--- src/rtl/psram_pixel_writer.sv ---
// rtl/psram_pixel_writer.sv - turns (x, y, colour) pixel writes into asynchronous Cellular RAM byte writes
module psram_pixel_writer #(
  parameter int          H_RES        = 640,
  parameter int          V_RES        = 480,
  parameter logic [25:0] BASE_ADDR    = 26'h0,
  parameter int          SETUP_CYCLES = 1,
  parameter int          WE_CYCLES    = 4,
  parameter int          HOLD_CYCLES  = 1
) (
  input  logic        clk,
  input  logic        resetn,
  input  logic        wr_valid,
  output logic        wr_ready,
  input  logic [9:0]  wr_x,
  input  logic [8:0]  wr_y,
  input  logic [7:0]  wr_pixel,
  output logic        bus_req,
  input  logic        bus_gnt,
  output logic [25:0] MemAdr,
  output logic [15:0] MemDB_out,
  output logic        MemDB_oe,
  output logic        MemOE,
  output logic        MemWR,
  output logic        RamCS,
  output logic        RamAdv,
  output logic        RamCRE,
  output logic        RamClk,
  output logic        RamLB,
  output logic        RamUB,
  output logic        err
);

  typedef enum logic [2:0] {IDLE, REQ, SETUP, WRITE, HOLD} stateType;

  localparam logic [7:0] SETUP_LAST = 8'(SETUP_CYCLES - 1);
  localparam logic [7:0] WE_LAST    = 8'(WE_CYCLES - 1);
  localparam logic [7:0] HOLD_LAST  = 8'(HOLD_CYCLES - 1);

  stateType    state, nextState;
  logic [7:0]  phaseCnt, nextPhaseCnt;
  logic [25:0] pendAdr;
  logic        pendHigh;
  logic [7:0]  pendPixel;
  logic [18:0] inIndex;
  logic [25:0] inAdr;
  logic        inRange;
  logic        accept;
  logic        driveNext;
  logic        enterSetup;

  // The part is only ever used in asynchronous mode and never read from here
  assign MemOE  = 1'b1;
  assign RamAdv = 1'b0;
  assign RamCRE = 1'b0;
  assign RamClk = 1'b0;

  // Decode the offered request: frame index, word address and range check
  always_comb begin
    inIndex = 19'(wr_y) * 19'(H_RES) + 19'(wr_x);
    inAdr   = BASE_ADDR + {8'd0, inIndex[18:1]};
    inRange = (32'(wr_x) < 32'(H_RES)) && (32'(wr_y) < 32'(V_RES));
    accept  = wr_valid && wr_ready;
  end

  // Next-state logic; each bus phase is timed by phaseCnt, restarted on phase entry
  always_comb begin
    nextState    = state;
    nextPhaseCnt = phaseCnt;
    case (state)
      IDLE: begin
        if (accept && inRange) nextState = REQ;
      end
      REQ: begin
        if (bus_gnt) begin
          nextState    = SETUP;
          nextPhaseCnt = '0;
        end
      end
      SETUP: begin
        if (phaseCnt == SETUP_LAST) begin
          nextState    = WRITE;
          nextPhaseCnt = '0;
        end else begin
          nextPhaseCnt = phaseCnt + 8'd1;
        end
      end
      WRITE: begin
        if (phaseCnt == WE_LAST) begin
          nextState    = HOLD;
          nextPhaseCnt = '0;
        end else begin
          nextPhaseCnt = phaseCnt + 8'd1;
        end
      end
      HOLD: begin
        if (phaseCnt == HOLD_LAST) begin
          nextPhaseCnt = '0;
          nextState    = (accept && inRange) ? SETUP : IDLE;
        end else begin
          nextPhaseCnt = phaseCnt + 8'd1;
        end
      end
      default: nextState = IDLE;
    endcase
    driveNext  = (nextState == SETUP) || (nextState == WRITE) || (nextState == HOLD);
    enterSetup = (nextState == SETUP) && (state != SETUP);
  end

  // State, phase counter and the request parked while waiting for the grant
  always_ff @(posedge clk or negedge resetn) begin
    if (!resetn) begin
      state     <= IDLE;
      phaseCnt  <= '0;
      pendAdr   <= '0;
      pendHigh  <= 1'b0;
      pendPixel <= '0;
    end else begin
      state    <= nextState;
      phaseCnt <= nextPhaseCnt;
      if (state == IDLE && accept) begin
        pendAdr   <= inAdr;
        pendHigh  <= inIndex[0];
        pendPixel <= wr_pixel;
      end
    end
  end

  // Handshake and bus control strobes, registered from the next state
  always_ff @(posedge clk or negedge resetn) begin
    if (!resetn) begin
      wr_ready <= 1'b0;
      bus_req  <= 1'b0;
      err      <= 1'b0;
      RamCS    <= 1'b1;
      MemDB_oe <= 1'b0;
      MemWR    <= 1'b1;
    end else begin
      wr_ready <= (nextState == IDLE) || (nextState == HOLD && nextPhaseCnt == HOLD_LAST);
      bus_req  <= (nextState != IDLE);
      err      <= accept && !inRange;
      RamCS    <= !driveNext;
      MemDB_oe <= driveNext;
      MemWR    <= (nextState != WRITE);
    end
  end

  // Address, data and byte enables load only on entry to SETUP; enables drop when the bus is released
  always_ff @(posedge clk or negedge resetn) begin
    if (!resetn) begin
      MemAdr    <= '0;
      MemDB_out <= '0;
      RamLB     <= 1'b1;
      RamUB     <= 1'b1;
    end else if (enterSetup) begin
      if (state == HOLD) begin
        MemAdr    <= inAdr;
        MemDB_out <= {wr_pixel, wr_pixel};
        RamLB     <= inIndex[0];
        RamUB     <= !inIndex[0];
      end else begin
        MemAdr    <= pendAdr;
        MemDB_out <= {pendPixel, pendPixel};
        RamLB     <= pendHigh;
        RamUB     <= !pendHigh;
      end
    end else if (!driveNext) begin
      RamLB <= 1'b1;
      RamUB <= 1'b1;
    end
  end

endmodule

--- config.mk ---
export PLATFORM = sky130hd
export DESIGN_NAME = psram_pixel_writer
export DESIGN_NICKNAME = d
export VERILOG_FILES = /design/src/rtl/psram_pixel_writer.sv
export SDC_FILE = /design/constraint.sdc
export NUM_CORES = 1
export LEC_CHECK = 0
export BUFFER_PORTS_ARGS = -buffer_cell sky130_fd_sc_hd__clkbuf_2
export CAP_MARGIN = 20
export CELL_PAD_IN_SITES_DETAIL_PLACEMENT = 0
export CELL_PAD_IN_SITES_GLOBAL_PLACEMENT = 1
export CORE_MARGIN = 2
export CORE_UTILIZATION = 41
export CTS_CLUSTER_DIAMETER = 30
export DETAILED_ROUTE_END_ITERATION = 8
export PLACE_DENSITY_LB_ADDON = 0.1
export SLEW_MARGIN = 20
export SYNTH_ARGS = -nofsm -noshare
export SYNTH_HDL_FRONTEND = slang
export SYNTH_SLANG_ARGS = --single-unit
--- constraint.sdc ---
create_clock -name clk -period 3.1 [get_ports clk]
set_input_delay 0.93 -clock clk [delete_from_list [all_inputs] [get_ports clk]]
set_output_delay 0.93 -clock clk [all_outputs]
set_load 0.05 [all_outputs]
==> results.txt <==
----------------------------------------------------
[Cells and area]
  Ratio of cells with drive above 1 in the final layout ... 24.0%
  Final core utilization ... 49.7%
  Sequential Area ... 1810 um2
  Number of fillers in the final layout ... 983
  Number of nets at the end of the flow ... 596
  Number of antenna cells inserted ... 0
  Post-route non-filler standard cell count ... 682
  Layout overhead on the synthesized area ... 18.7%
  Footprint of the multi-input gates ... 2050 um2
  Commonest non-fill, non-tap cells in the layout ... 123 x sky130_fd_sc_hd__nand2_1, 71 x sky130_fd_sc_hd__clkbuf_2, 68 x sky130_fd_sc_hd__dfrtp_1, 42 x sky130_fd_sc_hd__nor2_1, 31 x sky130_fd_sc_hd__o21ai_0
  Most common cell after layout, fill and taps aside ... sky130_fd_sc_hd__nand2_1

[Drt]
  Iteration count of the initial detailed-routing pass ... 4
  Routed WL per cell ... 13.7 um
  Number of antenna-violating nets in the routed design ... 0
  Total Routed Length ... 9.32 mm
  Detailed Route Iter0 Violations ... 108
  Vias per inst ... 4.94
  Via count ... 3371
  Number of DRC violations after detailed routing ... 0

[Floorplanning]
  Placement Rows ... 36
  Floorplan die width ... 103 um
  Initial core utilization ... 41.8%
  Area of the core ... 9680 um2
  Area enclosed by the die boundary ... 10700 um2
  Overall die height ... 103 um
  IO Pins ... 85

[Yosys]
  Synthesized flop and latch total ... 72
  Avg Synthesized Cell Area ... 8.72 um2
  Most common flop cell mapped by yosys ... sky130_fd_sc_hd__dfrtp_1
  Post-synthesis cell type count ... 54
  Syn Inst Count ... 465
  Dominant combinational cell family by area after synthesis ... simple AND/OR/NAND/NOR gates
  Sequential area share after synthesis ... 44.6%
  Simple-gate area share of the yosys netlist ... 22.0%
  Adder and majority gate portion of the synthesized area ... 6.85%
  Xor/xnor cell area share of the yosys netlist ... 3.24%
  Cell Area, Synth ... 4050 um2
  Yosys synthesis warning count ... 0
  Number of enable flip-flop cells after synthesis ... 0
  Proportion of synthesized flip-flops having asynchronous set or reset ... 100%
  Synth Area in Compound Gates ... 15.3%
  Share of cell area taken by muxes after synthesis ... 0.741%

[Worst setup path]
  Cell family with the largest share of critical-path delay ... adder cells
  Origin of the critical flop-to-flop path ... phaseCnt[5]
  Worst R2R Path Depth ... 7
  Critical path's largest stage delay ... 0.52 ns
  Kind of start point of the critical path ... primary input
  Critical Path AT ... 3.27 ns
  Crit path cell chain ... clkbuf_2 -> ha_4 -> ha_4 -> fa_2 -> a211oi_4 -> o21ai_2 -> a221oi_2 -> nand4_1 -> or4_1 -> nand4_1
  Maximum fanout count along the critical path ... 3
  Critical-path cell with the highest stage delay ... sky130_fd_sc_hd__or4_1
  Bufs and invs on worst path ... 1
  Type of element capturing the critical path ... register
  FF-to-FF End ... MemAdr[16]
  Endpoint required time on the critical path ... 3.38 ns
  R2r setup slk ... 0.78 ns
  Type of the worst setup path ... in -> reg

[Place]
  Port bufs ... 72
  Placed wire-length estimate ... 6.54 mm
  Routability congestion estimate ... 0.838
  Placed cell count ... 665

[STA]
  Number of max-slew violations in the final report ... 0
  Setup_tns ... 0 ns
  Clock Skew ... 0.0118 ns
  Finish-stage setup viols ... 0
  Final hold violations ... 0
  Slew of the pin with the lowest slew margin ... 0.919 ns
  Fmax achieved ... 335 MHz
  Remaining max-slew budget at the tightest pin ... 38.8%
  Unrepaired setup endpoints after global routing ... false
  Final Cycle Share ... 96.4%
  Minimum clock period after layout ... 2.99 ns

[GRT]
  Vias in the first global route ... 3202
  First-pass GRT wire length ... 15.6 mm
  Remaining global-route overflow ... 0
  Largest net degree at the start of global routing ... 73
  Total routing resource utilization after global routing ... 18.8%
  Number of antenna violations at the first check in global routing ... 0

[CTS]
  Maximum root-to-sink buffer count ... 2
  Hold bufs inserted after CTS ... 0
  Cell at the root of the clock tree ... sky130_fd_sc_hd__clkbuf_8
  Clock net sink count ... 72
  Clock tree from TritonCTS ... done
  Cts bufs inserted ... 9
  Level count of the clock H-tree ... 3
  Worst-Skew Late Latency ... 0.35 ns
  Clock transition time at the flip-flop clock pins of the worst setup and hold paths ... 0.08 ns

[Job]
  Maximum Capacitance Violations ... 0

[Pwr]
  Leakage power of the design ... 2.34 nW
  Power density over the cells ... 1020 nW/um2
  Worst IR drop on VDD ... 0.398 mV

[Status]
  Outcome ... completed

[Min path]
  End point of the worst hold path ... pendAdr[6]
  Startpoint of the worst hold path ... pendAdr[6]
  Min-Delay Path Depth ... 2
  Type of the most critical hold path ... reg -> reg

----------------------------------------------------
==> worst max path at each step <==
stage            endpoint    start  slack (ns)  cells after the start
6_report       MemAdr[16]  wr_y[1]        0.11                     10
5_1_grt        MemAdr[16]  wr_y[1]        0.03                     10
4_1_cts        MemAdr[16]  wr_y[1]        0.12                     10
3_5_place_dp   MemAdr[16]  wr_y[1]       -0.23                     10
3_3_place_gp   MemAdr[16]  wr_y[1]       -0.19                     10
2_1_floorplan  MemAdr[16]  wr_y[1]        -0.1                      9
==> stage by stage <==
stage	total power (W)	hold WS [ns]	instance area, um2	setup WS, ns
after floorplan	0.00369	0.445	4130	-0.0993
after CTS	0.00497	0.482	4790	0.121
after global routing	0.00533	0.503	4810	0.0279
final	0.00492	0.478	4810	0.113
after global placement	0.00426	0.457	4620	-0.186
after detailed placement	0.00429	0.462	4620	-0.230
==> registers in the layout (all words and copies together), names as in the netlist, 3 cells and up <==
name	count
MemDB_out	8
state	3
MemAdr	18
phaseCnt	8
pendAdr	18
pendPixel	8
==> cells in the mapped netlist (3+ instances only) <==
| cell type | n | share of area, % |
|---|---|---|
| sky130_fd_sc_hd__a21oi_1 | 11 | 1.4 |
| sky130_fd_sc_hd__a31oi_1 | 20 | 3.1 |
| sky130_fd_sc_hd__and2_1 | 3 | 0.46 |
| sky130_fd_sc_hd__and3_1 | 4 | 0.62 |
| sky130_fd_sc_hd__buf_2 | 4 | 0.49 |
| sky130_fd_sc_hd__buf_4 | 21 | 3.9 |
| sky130_fd_sc_hd__clkbuf_1 | 15 | 1.4 |
| sky130_fd_sc_hd__dfrtp_1 | 68 | 42 |
| sky130_fd_sc_hd__dfstp_2 | 4 | 2.6 |
| sky130_fd_sc_hd__ha_1 | 19 | 5.9 |
| sky130_fd_sc_hd__inv_1 | 9 | 0.83 |
| sky130_fd_sc_hd__mux2i_1 | 3 | 0.74 |
| sky130_fd_sc_hd__nand2_1 | 123 | 11 |
| sky130_fd_sc_hd__nand3_1 | 10 | 1.2 |
| sky130_fd_sc_hd__nand4_1 | 5 | 0.77 |
| sky130_fd_sc_hd__nor2_1 | 42 | 3.9 |
| sky130_fd_sc_hd__nor2b_1 | 4 | 0.62 |
| sky130_fd_sc_hd__nor3_1 | 6 | 0.74 |
| sky130_fd_sc_hd__o211ai_1 | 3 | 0.56 |
| sky130_fd_sc_hd__o21ai_0 | 31 | 3.8 |
| sky130_fd_sc_hd__xnor2_1 | 7 | 1.5 |
| sky130_fd_sc_hd__xor2_1 | 8 | 1.7 |
==> layout make-up <==
type	instances	area share, %
Multi-Input combinational cell	352	42.5
Sequential cell	72	37.6
Timing Repair Buffer	100	12.2
Tap cell	133	3.46
Clock buffer	10	2.65
Clock inverter	6	0.910
Inverter	9	0.702
==> kinds of logic after synthesis <==
logic type | count (synthesis)
simple gates | 207
buf+inv | 51
fa+ha+maj | 21
xor+xnor | 15
mux | 3
other cells | 2
flops | 72
compound gates | 94
==> metal layers <==
| metal | track usage [%] | vias to the layer above | part of all wire [%] |
|---|---|---|---|
| met5 | 0 | - | 0 |
| met4 | 5.77 | 0 | 1.3 |
| met3 | 3.70 | 10 | 4.1 |
| met2 | 31.2 | 66 | 48 |
| met1 | 24.9 | 1576 | 47 |
| li1 | - | 1719 | - |
==> tightest hold or removal path, stage by stage, from the launching register on <==
cell                      delay [ns]
sky130_fd_sc_hd__dfrtp_1        0.35
sky130_fd_sc_hd__nand2_1        0.05
sky130_fd_sc_hd__nand2_1        0.05
==> what timing repair did <==
action,4_1_cts,5_1_grt
endpoints found under the setup margin,0,1
resized for setup,0,2
buffers inserted,0,1
==> power breakdown <==
part | internal [W] | switching [W] | leakage (nW)
registers | 0.00136 | 0.000258 | 0.890
clock network | 0.000293 | 0.000376 | 0.0866
logic | 0.000779 | 0.00186 | 1.36
No activity file was read; power rests on OpenSTA's default activity.
